--- src/rtl/cla_pkg.sv ---
// -----------------------------------------------------------------------------
// cla_pkg
// Shared types and helpers for the pipelined carry-lookahead adder.
//   CLA_MAX_WIDTH : widest operand the stage record can carry
//   cla_stage_t   : one pipeline stage record (valid, partial z, carry,
//                   residual operand A and inverted operand B)
//   cla_cfg_ok    : configuration legality check (WIDTH a positive multiple
//                   of STAGES, 1 <= STAGES <= WIDTH <= CLA_MAX_WIDTH)
// -----------------------------------------------------------------------------
package cla_pkg;

    localparam int CLA_MAX_WIDTH = 64;

    typedef struct packed {
        logic                     valid;
        logic [CLA_MAX_WIDTH-1:0] z;
        logic                     c;
        logic [CLA_MAX_WIDTH-1:0] a;
        logic [CLA_MAX_WIDTH-1:0] b;
    } cla_stage_t;

    function automatic bit cla_cfg_ok(input int width, input int stages);
        bit ok;
        if (stages < 1) begin
            ok = 1'b0;
        end else begin
            ok = (stages <= width) && (width <= CLA_MAX_WIDTH) && ((width % stages) == 0);
        end
        return ok;
    endfunction

endpackage

--- src/rtl/cla_segment.sv ---
// -----------------------------------------------------------------------------
// cla_segment
// Combinational SEG-bit carry-lookahead adder. Every carry is formed as a flat
// sum of generate terms gated by propagate products, not as a ripple chain.
// Ports:
//   a, b  : SEG-bit operands
//   cin   : carry into bit 0
//   s     : SEG-bit sum
//   cout  : carry out of the top bit
// -----------------------------------------------------------------------------
module cla_segment #(
    parameter int SEG = 8
) (
    input  logic [SEG-1:0] a,
    input  logic [SEG-1:0] b,
    input  logic           cin,
    output logic [SEG-1:0] s,
    output logic           cout
);

    logic [SEG-1:0] g_s;
    logic [SEG-1:0] p_s;
    logic [SEG:0]   c_s;

    assign g_s = a & b;
    assign p_s = a ^ b;

    // Lookahead carries: c[i+1] = g[i] | p[i]g[i-1] | ... | p[i..0]cin
    always_comb begin
        logic acc_v;
        logic prod_v;
        c_s    = '0;
        c_s[0] = cin;
        for (int i = 0; i < SEG; i++) begin
            acc_v  = 1'b0;
            prod_v = 1'b1;
            for (int j = i; j >= 0; j--) begin
                acc_v  = acc_v | (prod_v & g_s[j]);
                prod_v = prod_v & p_s[j];
            end
            c_s[i+1] = acc_v | (prod_v & cin);
        end
    end

    assign s    = p_s ^ c_s[SEG-1:0];
    assign cout = c_s[SEG];

endmodule

--- src/rtl/cla_pipe.sv ---
// -----------------------------------------------------------------------------
// cla_pipe
// Pipelined carry-lookahead adder/subtractor. The WIDTH-bit operation is cut
// into STAGES segments of WIDTH/STAGES bits; stage k adds segment k and the
// carry is registered between stages. Latency is STAGES cycles, throughput one
// beat per cycle. A single global advance (adv = !out_valid || out_ready)
// moves the whole pipe, so output data holds while stalled.
// Ports:
//   clk, rst             : clock, asynchronous active-high reset
//   in_valid / in_ready  : input handshake (in_ready == adv)
//   a, b, ci, sub        : operands, carry-in (ignored for sub), subtract
//   out_valid / out_ready: output handshake
//   z, co                : result and carry-out (for sub: 1 = no borrow)
//   zf, ovf              : zero and signed-overflow flags, only when the
//                          macro CLA_PIPE_FLAGS_EN is defined
// -----------------------------------------------------------------------------
module cla_pipe
    import cla_pkg::*;
#(
    parameter int WIDTH  = 32,
    parameter int STAGES = 4
) (
    input  logic             clk,
    input  logic             rst,
    input  logic             in_valid,
    output logic             in_ready,
    input  logic [WIDTH-1:0] a,
    input  logic [WIDTH-1:0] b,
    input  logic             ci,
    input  logic             sub,
    output logic             out_valid,
    input  logic             out_ready,
    output logic [WIDTH-1:0] z,
    output logic             co
`ifdef CLA_PIPE_FLAGS_EN
    ,
    output logic             zf,
    output logic             ovf
`endif
);

    localparam int SEG = (STAGES > 0) ? (WIDTH / STAGES) : 1;

    if (!cla_cfg_ok(WIDTH, STAGES)) begin : g_cfg_err
        $error("cla_pipe: WIDTH must be a multiple of STAGES with 1 <= STAGES <= WIDTH <= CLA_MAX_WIDTH");
    end

    cla_stage_t              entry_s;
    cla_stage_t [STAGES-1:0] nxt_s;
    cla_stage_t [STAGES-1:0] st_r;
    logic                    adv_s;

    assign adv_s     = !st_r[STAGES-1].valid || out_ready;
    assign in_ready  = adv_s;
    assign out_valid = st_r[STAGES-1].valid;
    assign z         = st_r[STAGES-1].z[WIDTH-1:0];
    assign co        = st_r[STAGES-1].c;

    // Entry record: B inverted for subtract, carry-in forced to 1 for subtract
    always_comb begin
        entry_s              = '0;
        entry_s.valid        = in_valid;
        entry_s.c            = sub ? 1'b1 : ci;
        entry_s.a[WIDTH-1:0] = a;
        entry_s.b[WIDTH-1:0] = b ^ {WIDTH{sub}};
    end

    for (genvar k = 0; k < STAGES; k++) begin : g_stage
        cla_stage_t     prv_s;
        cla_stage_t     nxt_k_s;
        logic [SEG-1:0] sum_s;
        logic           cout_s;

        if (k == 0) begin : g_first
            assign prv_s = entry_s;
        end else begin : g_next
            assign prv_s = st_r[k-1];
        end

        cla_segment #(
            .SEG (SEG)
        ) u_seg (
            .a    (prv_s.a[k*SEG +: SEG]),
            .b    (prv_s.b[k*SEG +: SEG]),
            .cin  (prv_s.c),
            .s    (sum_s),
            .cout (cout_s)
        );

        // Forward the record, dropping this stage's segment sum into z
        always_comb begin
            nxt_k_s                  = prv_s;
            nxt_k_s.z[k*SEG +: SEG]  = sum_s;
            nxt_k_s.c                = cout_s;
        end

        assign nxt_s[k] = nxt_k_s;
    end

    // Stage registers: whole pipe advances together or holds together
    always_ff @(posedge clk or posedge rst) begin
        if (rst) begin
            st_r <= '0;
        end else if (adv_s) begin
            st_r <= nxt_s;
        end
    end

`ifdef CLA_PIPE_FLAGS_EN
    cla_stage_t last_s;
    logic       zf_r;
    logic       ovf_r;

    assign last_s = nxt_s[STAGES-1];
    assign zf     = zf_r;
    assign ovf    = ovf_r;

    // Flags registered alongside z; overflow compares post-inversion sign bits
    always_ff @(posedge clk or posedge rst) begin
        if (rst) begin
            zf_r  <= 1'b0;
            ovf_r <= 1'b0;
        end else if (adv_s) begin
            zf_r  <= (last_s.z[WIDTH-1:0] == {WIDTH{1'b0}});
            ovf_r <= (last_s.a[WIDTH-1] == last_s.b[WIDTH-1]) &&
                     (last_s.z[WIDTH-1] != last_s.a[WIDTH-1]);
        end
    end
`endif

endmodule

--- config.mk ---
export PLATFORM = sky130hd
export DESIGN_NAME = cla_pipe
export DESIGN_NICKNAME = d
export VERILOG_FILES = /design/src/rtl/cla_pkg.sv /design/src/rtl/cla_segment.sv /design/src/rtl/cla_pipe.sv
export SDC_FILE = /design/constraint.sdc
export NUM_CORES = 1
export LEC_CHECK = 0
export ABC_AREA = 1
export BUFFER_PORTS_ARGS = -buffer_cell sky130_fd_sc_hd__buf_2
export CAP_MARGIN = 20
export CORE_MARGIN = 5
export CORE_UTILIZATION = 55
export DETAILED_ROUTE_END_ITERATION = 6
export GPL_TIMING_DRIVEN = 0
export PLACE_DENSITY = 0.77
export SYNTH_ARGS = -nofsm -noshare
export SYNTH_HDL_FRONTEND = slang
export SYNTH_SLANG_ARGS = --single-unit
export TNS_END_PERCENT = 50
--- constraint.sdc ---
create_clock -name clk -period 7.96 [get_ports clk]
set_clock_uncertainty 0.15 [all_clocks]
set_input_delay 0.796 -clock clk [delete_from_list [all_inputs] [get_ports clk]]
set_output_delay 0.796 -clock clk [all_outputs]
set_load 0.03 [all_outputs]
==> results of run 1 <==
## placed cells by master, fill, tap and decap left out, types with 2 or more instances in the layout
cell / netlist / final
clkinvlp_4: 0 / 2
xor2_1: 8 / 8
inv_1: 54 / 53
and3_1: 4 / 4
bufinv_16: 0 / 2
nand3b_1: 4 / 4
o21ai_1: 13 / 13
clkinv_2: 0 / 5
clkbuf_1: 7 / 9
nor2_1: 37 / 37
nand2_1: 450 / 450
buf_4: 19 / 19
xnor2_1: 32 / 32
clkbuf_16: 0 / 17
nand2_2: 2 / 2
nor2_4: 3 / 3
a21oi_1: 24 / 24
nand3_1: 38 / 38
buf_6: 2 / 2
o21a_1: 3 / 3
fa_1: 4 / 4
nand3_2: 2 / 2
clkinv_4: 0 / 2
o21ai_0: 63 / 63
buf_2: 16 / 119
nand4_1: 7 / 7
dfrtp_1: 184 / 184
ha_1: 34 / 34
nor2_2: 4 / 4
## Yosys cell counts (all sizes together)
library cell,n,area share
a21oi,25,0.015
and2,1,0.00072
and3,4,0.0029
buf,37,0.028
clkbuf,7,0.0030
dfrtp,184,0.53
fa,4,0.0092
ha,34,0.049
inv,54,0.023
nand2,452,0.19
nand3,40,0.024
nand3b,4,0.0034
nand4,7,0.0050
nor2,45,0.025
nor3,1,0.00057
o211a,1,0.0011
o21a,3,0.0026
o21ai,76,0.044
o31ai,1,0.00086
or2,2,0.0014
xnor2,32,0.032
xor2,8,0.0080
## state kept, by name, indices dropped and copies added, names as in the netlist
signal	count
co	1
out_valid	1
z	32
g_stage.nxt_k_s	147
g_stage.prv_s	3
## logic make-up after synthesis
logic type / Yosys count
simple gates: 556
flops: 184
compound gates: 106
buf+inv: 98
xor+xnor: 40
fa+ha+maj: 38
## power by group through the flow
stage / sequential, mW / clock, mW / combinational, mW
2_1_floorplan: 1.71 / 0 / 1.11
3_3_place_gp: 1.60 / 0 / 1.67
3_5_place_dp: 1.61 / 0 / 1.70
4_1_cts: 1.59 / 0.829 / 1.72
5_1_grt: 1.64 / 0.873 / 1.96
6_report: 1.60 / 0.823 / 1.72
## routing by layer
layer	GRT usage	wire [um]	share of wire
met5	0	0	0
met4	0.0633	265	0.013
met3	0.0433	1460	0.072
met2	0.353	9160	0.45
met1	0.344	9300	0.46
## how the worst max path moves through the flow
| stage | start | endpoint | depth (start not counted) |
|---|---|---|---|
| floorplan | rst | co | 1 |
| global placement | rst | g_stage[1].nxt_k_s[88] | 2 |
| detailed placement | out_ready | in_ready | 6 |
| CTS | out_valid | in_ready | 6 |
| global route | out_valid | in_ready | 6 |
| finish | out_valid | in_ready | 6 |
## final cells by class
| cell class | instances | area (um2) | share of cell area |
|---|---|---|---|
| buffer | 44 | 272 | 0.0268 |
| clock buffer | 20 | 447 | 0.0441 |
| clock inverter | 12 | 126 | 0.0125 |
| inverter | 54 | 210 | 0.0208 |
| multi-input combinational | 740 | 3660 | 0.361 |
| sequential | 184 | 4600 | 0.455 |
| tap | 216 | 270 | 0.0267 |
| timing repair buffer | 104 | 543 | 0.0536 |
==> results.json, run 1 <==
{
  "status": "complete, no violations",
  "core_area_mm2": 0.0157,
  "drive_above_1_share": 0.161,
  "grt_use_total": 0.232,
  "yosys.area_share.simple": 0.258,
  "setup_tns_ns": 0,
  "place_ws_ns": 5.24,
  "cts.sink_count": 184,
  "endpoint_kind": "output port",
  "start_util": 0.556,
  "hold_viol": 0,
  "grt_setup_unrepaired": "no",
  "cp.buffers_inverters": 5,
  "drtAntennaViolNets": 0,
  "drc": 0,
  "viasPerCell": 5.10,
  "syn_nets": 1130,
  "synth-compound-area-share": 0.0629,
  "grt_pass1_wl_mm": 33.6,
  "finalPower_mw": 4.14,
  "io-pin-count": 105,
  "finalCritPeriodShare": 0.342,
  "report.final.slew_viol_count": 0,
  "ys.warnings.count": 0,
  "cpPeakStageDelay_ns": 0.38,
  "place_hpwl_mm": 14.8,
  "powerDensity_mw_per_mm2": 408,
  "hold_buffers": 0,
  "drv_cap": 0,
  "worst_hold_slack_ns": 0.215,
  "grt_overflow_total": 0,
  "power_frac_clock": 0.199,
  "critPathTopFamily": "buffers and inverters",
  "dpl-instance-area_mm2": 0.00956,
  "synthAdderAreaFrac": 0.0579,
  "final.min_clock_period_ns": 2.72,
  "path_max_fanout": 10,
  "post-route-util": 0.645,
  "syn_area_per_cell_um2": 8.55,
  "cts_resized": 0,
  "r2r_cells": 8,
  "drt_pass1_iterations": 5,
  "clk_latency_ns": 0.43,
  "postSynthCellCount": 1022,
  "antenna_found_initial": 0,
  "dr_total_vias": 7010,
  "wl_mm": 20.2,
  "cp.required_ns": 7.01,
  "initialDrtViolationCount": 545,
  "crit_type": "reg2out",
  "die_area_mm2": 0.0185,
  "ys_seq_elements": 184,
  "cts_max_level": 4,
  "ys_seq_area_frac": 0.527,
  "p_sw_mw": 1.71,
  "std_cell_rows": 46,
  "fp.dieW_um": 136,
  "antenna_cells": 0,
  "maxSlewHeadroom": 0.551,
  "gp_congestion": 0.927,
  "instances_no_fill": 1374,
  "combPwrFrac": 0.415,
  "cts_tree": "built",
  "r2r_slack_ns": 6.14,
  "grt_pass1_vias": 6670,
  "grt_max_degree": 135,
  "post_cts_buffers": 0,
  "hp-class": "in2async",
  "tightest_slew_ns": 0.673,
  "synth.distinct_cells": 32,
  "cts_buffers": 17,
  "die_y_um": 136,
  "cts.path.max_buffers": 2,
  "synthXorXnorAreaFrac": 0.0401,
  "seqPwrFrac": 0.386,
  "intPower_mw": 2.42,
  "fillCellCount": 1347,
  "design_area_mm2": 0.0101,
  "port_buffers": 103,
  "syn-cell-area_mm2": 0.00874,
  "crit_path_top_delay_cell": "dfrtp_1",
  "p_leak_nw": 5.33,
  "r2r-start": "g_stage[2].nxt_k_s[17]",
  "finalSetupViolations": 0,
  "synthToLayoutAreaGrowth_pct": 16.0,
  "p_sw_frac": 0.414,
  "crit_arrival_ns": 1.77,
  "path_cells": "inv_1 > nor2_4 > inv_1 > buf_4 > buf_2 > buf_2",
  "ir_drop_mv": 0.233,
  "critPathLaunchType": "flip-flop",
  "cts_root_buf": "clkbuf_16",
  "synth_mux_area_frac": 0,
  "worst_setup_hold_path_clk_slew_ns": 0.07,
  "fin_nets": 1253,
  "synth_top_family_by_area": "simple AND/OR/NAND/NOR gates",
  "fmax_mhz": 368,
  "rr_endpoint": "g_stage[3].nxt_k_s[150]",
  "dp.cells": 1342,
  "fin_ws_ns": 5.24,
  "wl_per_cell_um": 14.7
}
Note: power is estimated with default switching activity, not from simulation.
==> run 2: changes to the inputs <==
==> constraint.sdc (replaced) <==
create_clock -name clk -period 2.8 [get_ports clk]
set_clock_uncertainty 0.15 [all_clocks]
set_input_delay 0.28 -clock clk [delete_from_list [all_inputs] [get_ports clk]]
set_output_delay 0.28 -clock clk [all_outputs]
set_load 0.03 [all_outputs]
==> run 2 against run 1 <==
  * Global-route usage grew 1.3 points
  * Sequential share of layout area is 1.8 points lower
  * Non-clock buffer count is 36 higher
  * Largest power group unchanged
==> results.json, run 2 (same netlist as run 1, synthesis figures left out) <==
{
  "critPathLaunchType": "flip-flop",
  "tightest_slew_ns": 0.546,
  "cts.sink_count": 184,
  "fp.dieW_um": 136,
  "grt_setup_unrepaired": "no",
  "grt_max_degree": 42,
  "crit_type": "reg2out",
  "finalCritPeriodShare": 0.798,
  "path_max_fanout": 10,
  "start_util": 0.556,
  "maxSlewHeadroom": 0.635,
  "place_hpwl_mm": 15.3,
  "status": "complete, no violations",
  "drv_cap": 0,
  "drc": 0,
  "antenna_cells": 0,
  "setup_tns_ns": 0,
  "cp.required_ns": 2.37,
  "finalPower_mw": 12.0,
  "io-pin-count": 105,
  "hold_viol": 0,
  "synthToLayoutAreaGrowth_pct": 20.8,
  "hp-class": "in2reg",
  "fin_nets": 1289,
  "final.min_clock_period_ns": 2.23,
  "p_leak_nw": 5.51,
  "die_y_um": 136,
  "viasPerCell": 5.12,
  "cts_root_buf": "clkbuf_16",
  "report.final.slew_viol_count": 0,
  "seqCellArea_mm2": 0.00460,
  "multi_input_area_mm2": 0.00366,
  "cts.path.max_buffers": 2,
  "post-route-util": 0.671,
  "crit_path_top_delay_cell": "dfrtp_1",
  "cp.buffers_inverters": 5,
  "die_area_mm2": 0.0185,
  "cpPeakStageDelay_ns": 0.38,
  "powerDensity_mw_per_mm2": 1140,
  "ir_drop_mv": 0.527,
  "wl_mm": 21.4,
  "initialDrtViolationCount": 608,
  "std_cell_rows": 46,
  "fillCellCount": 1275,
  "drive_above_1_share": 0.156,
  "clk_latency_ns": 0.43,
  "port_buffers": 103,
  "fmax_mhz": 448,
  "core_area_mm2": 0.0157,
  "crit_arrival_ns": 1.80,
  "grt_pass1_vias": 7106,
  "largest_reg_flops": 147,
  "endpoint_kind": "output port",
  "layout_commonest_cell": "nand2_1",
  "drt_pass1_iterations": 5,
  "wl_per_cell_um": 15.2,
  "drtAntennaViolNets": 0,
  "path_cells": "inv_1 > nor2_4 > inv_1 > buf_4 > buf_2 > buf_2",
  "post_cts_buffers": 0,
  "grt_pass1_wl_mm": 35.4,
  "cts_tree": "built",
  "critPathTopFamily": "buffers and inverters",
  "layout_common_cells": "nand2_1 (450), dfrtp_1 (184), buf_2 (119)",
  "grt_overflow_total": 0,
  "grt_use_total": 0.245,
  "dr_total_vias": 7208,
  "cts_buffers": 17,
  "cts_max_level": 4,
  "gp_congestion": 0.917,
  "antenna_found_initial": 0,
  "finalSetupViolations": 0,
  "worst_setup_hold_path_clk_slew_ns": 0.06
}
==> run 2: cell types whose count changed in the layout (fill, tap and decap cells not counted), sizes merged <==
| cell | previous run | this run |
|---|---|---|
| inv | 55 | 53 |
| clkbuf | 27 | 30 |
| bufinv | 2 | 4 |
| dlygate4sd3 | 0 | 32 |
| clkinv | 7 | 3 |
| buf | 141 | 145 |
==> run 2: timing repair <==
| item | in CTS | in global routing |
|---|---|---|
| hold buffers | 32 | 0 |
| endpoints found under the hold margin | 52 | 0 |
| resized for setup | 0 | 0 |
==> run 2: routing by layer <==
layer | vias to the layer above | part of all wire | global-route usage
met4 | 0 | 0.021 | 0.0767
met5 | - | 0 | 0
met2 | 220 | 0.47 | 0.398
met1 | 3400 | 0.45 | 0.341
li1 | 3549 | - | -
met3 | 39 | 0.060 | 0.0381
==> run 2: final timing paths <==
check	start	endpoint	slack (ns)	depth (start not counted)
max	out_valid	in_ready	0.57	6
min	b[9]	g_stage[1].nxt_k_s[9]	0.009	3
max reg2reg	g_stage[2].nxt_k_s[19]	g_stage[3].nxt_k_s[151]	0.91	9
min reg2reg	g_stage[3].nxt_k_s[193]	out_valid	0.32	1
max in group asynchronous	rst	g_stage[2].nxt_k_s[21]	1.17	6
min in group asynchronous	rst	g_stage[3].nxt_k_s[141]	0.30	3
==> run 2: layout make-up <==
class | instances | area share
clock buffers | 23 | 0.0434
multi-input cells | 740 | 0.347
clock inverters | 8 | 0.0139
repair buffers | 140 | 0.0887
inverters | 54 | 0.0196
plain buffers | 44 | 0.0257
well taps | 216 | 0.0256
flip-flops and latches | 184 | 0.436
==> run 2: worst register-to-register path, cell delays in order, from the launching register on <==
cell and delay [ns]:
dfrtp_1 0.41, ha_1 0.41, a21oi_1 0.27, nor2_1 0.08
nor2_1 0.09, nand2_1 0.08, nand2_1 0.09, nand2_1 0.05
nand2_1 0.09, nand2_1 0.06
==> run 2: power breakdown <==
group | internal [mW] | total [mW] | leakage [nW] | switching (mW)
Combinational | 1.75 | 4.97 | 2.99 | 3.22
Sequential | 3.85 | 4.57 | 2.22 | 0.718
Clock | 1.51 | 2.49 | 0.291 | 0.974
Total | 7.11 | 12.0 | 5.51 | 4.91
==> run 2: per-stage QoR <==
stage	setup WS, ns	hold slack [ns]	cell area (um2)	std cells
6_report	0.565	0.00885	10600	1409
5_1_grt	0.494	0.0152	10600	1409
4_1_cts	0.552	0.00544	10600	1409
3_5_place_dp	0.618	0.206	9630	1346
3_3_place_gp	-1.03	0.300	9530	1341
2_1_floorplan	0.00546	0.240	8740	1022
==> run 3: changes to the inputs <==
==> constraint.sdc (replaced) <==
create_clock -name clk -period 2.2 [get_ports clk]
set_clock_uncertainty 0.15 [all_clocks]
set_input_delay 0.22 -clock clk [delete_from_list [all_inputs] [get_ports clk]]
set_output_delay 0.22 -clock clk [all_outputs]
set_load 0.03 [all_outputs]
==> run 3 against run 2 <==
  * Global-route usage grew 0.41 points
  * Sequential power grew 27%
  * Combinational power grew 28%
  * Critical path type unchanged
  * Largest cell class unchanged
==> results.json, run 3 (same netlist as run 1, synthesis figures left out) <==
{
  "grt_pass1_wl_mm": 36.0,
  "powerDensity_mw_per_mm2": 1430,
  "crit_path_frequent_cell": "inv_1",
  "grt_use_total": 0.249,
  "cts.path.max_buffers": 2,
  "critPathTopFamily": "buffers and inverters",
  "cts_root_buf": "clkbuf_16",
  "tightest_slew_ns": 0.556,
  "cts_tree": "built",
  "critPathLaunch": "out_valid",
  "fin_ws_ns": 0.213,
  "ir_drop_mv": 0.673,
  "initialDrtViolationCount": 537,
  "endpoint_kind": "output port",
  "core_area_mm2": 0.0157,
  "endpoint": "in_ready",
  "multi_input_area_mm2": 0.00366,
  "report.final.slew_viol_count": 0,
  "maxSlewHeadroom": 0.629,
  "grt_setup_unrepaired": "no",
  "std_cell_rows": 46,
  "largest_reg_flops": 147,
  "grt_max_degree": 42,
  "cts.sink_count": 184,
  "crit_arrival_ns": 1.62,
  "drive_above_1_share": 0.153,
  "place_hpwl_mm": 15.3,
  "final.min_clock_period_ns": 1.99,
  "layout_common_cells": "nand2_1 (450), dfrtp_1 (184), buf_2 (118)",
  "crit_path_top_delay_cell": "dfrtp_1",
  "wl_per_cell_um": 15.2,
  "wl_mm": 21.6,
  "layout_commonest_cell": "nand2_1",
  "use_met3": 0.0381,
  "post-route-util": 0.683,
  "seqCellArea_mm2": 0.00460,
  "status": "complete, no violations",
  "cpPeakStageDelay_ns": 0.38,
  "worst_setup_hold_path_clk_slew_ns": 0.06,
  "antenna_found_initial": 0,
  "r2r-start": "g_stage[1].nxt_k_s[11]",
  "port_buffers": 103,
  "crit_type": "reg2out",
  "critPathLaunchType": "flip-flop",
  "fp.dieW_um": 136,
  "die_area_mm2": 0.0185,
  "die_y_um": 136,
  "hold_viol": 0,
  "cp.required_ns": 1.83,
  "instances_no_fill": 1426,
  "path_max_fanout": 19,
  "path_cells": "inv_1 > nor2_4 > inv_1 > buf_4 > buf_2",
  "grt_overflow_total": 0,
  "antenna_cells": 0,
  "finalCritPeriodShare": 0.903,
  "drc": 0,
  "grt_pass1_vias": 7271,
  "dr_total_vias": 7273,
  "clk_latency_ns": 0.43,
  "finalSetupViolations": 0,
  "drt_pass1_iterations": 5,
  "r2r_slack_ns": 0.33,
  "start_util": 0.556,
  "drv_cap": 0,
  "cp.depth": 5,
  "p_leak_nw": 5.58,
  "r2r_cells": 8,
  "fin_nets": 1306,
  "top_usage_layer": "met2",
  "drtAntennaViolNets": 0,
  "synthToLayoutAreaGrowth_pct": 22.8,
  "gr-usage-met1": 0.344,
  "cp.buffers_inverters": 4,
  "viasPerCell": 5.10,
  "design_area_mm2": 0.0107,
  "cts_buffers": 17,
  "cts_resized": 0,
  "grt_util_met2": 0.407,
  "fillCellCount": 1241,
  "dpl-instance-area_mm2": 0.00963,
  "fmax_mhz": 503,
  "rr_endpoint": "g_stage[2].nxt_k_s[142]",
  "cts_max_level": 4,
  "dp.cells": 1346,
  "place_ws_ns": 0.0778,
  "hp-class": "in2reg",
  "io-pin-count": 105,
  "gp_congestion": 0.917
}
-- run 3: cell types whose count changed in the layout (fill, tap and decap cells not counted), sizes merged --
cell,previous run,this run
dlygate4sd3,32,50
buf,145,144
-- run 3: worst min-delay path by stage --
stage | startpoint | end | slack (ns) | cells past startpoint
after floorplan | a[8] | g_stage[1].nxt_k_s[72] | 0.18 | 2
after global placement | a[16] | g_stage[1].nxt_k_s[80] | 0.27 | 3
after detailed placement | rst | z[13] | 0.15 | 2
after CTS | sub | g_stage[1].nxt_k_s[25] | 0.002 | 3
after global routing | sub | g_stage[1].nxt_k_s[25] | 0.02 | 3
final | sub | g_stage[1].nxt_k_s[25] | 0.005 | 3
-- run 3: where the power goes --
group	switching, mW	leakage, nW	internal [mW]
combinational	4.09	3.06	2.24
sequential	0.907	2.22	4.90
clock	1.24	0.291	1.92
total	6.25	5.58	9.07
-- run 3: repair_timing --
item | in CTS | in global routing
setup endpoints to repair | 0 | 1
hold endpoints to repair | 68 | 1
setup buffers | 0 | 0
hold buffers | 49 | 1
-- run 3: through the flow --
stage | total power [mW] | TNS [ns] | hold WS, ns
global route | 16.5 | 0 | 0.0204
global placement | 11.8 | -286.02 | 0.265
detailed placement | 12.0 | 0 | 0.146
CTS | 15.3 | 0 | 0.00219
floorplan | 10.2 | -98.35 | 0.180
finish | 15.3 | 0 | 0.00487
-- run 3: metal layers --
layer | share of wire | wire, um | vias to the layer above
met2 | 0.47 | 10300 | 209
met3 | 0.062 | 1340 | 35
met4 | 0.020 | 437 | 0
met1 | 0.44 | 9610 | 3447
met5 | 0 | 0 | -
li1 | - | - | 3582
-- run 3: cell type report --
| cell class | count | area share |
|---|---|---|
| repair buffers | 158 | 0.104 |
| inverters | 54 | 0.0192 |
| plain buffers | 43 | 0.0248 |
| clock buffers | 23 | 0.0427 |
| flip-flops and latches | 184 | 0.429 |
| well taps | 216 | 0.0252 |
| clock inverters | 8 | 0.0136 |
| multi-input cells | 740 | 0.341 |
-- run 3: worst register-to-register path, delay by kind of cell (launching register included) --
family	cells	cell delay [ns]
AO/OA/AOI/OAI	1	0.22
adder cells (fa/ha/maj)	1	0.42
flip-flops	1	0.40
AND/OR/NAND/NOR	6	0.58
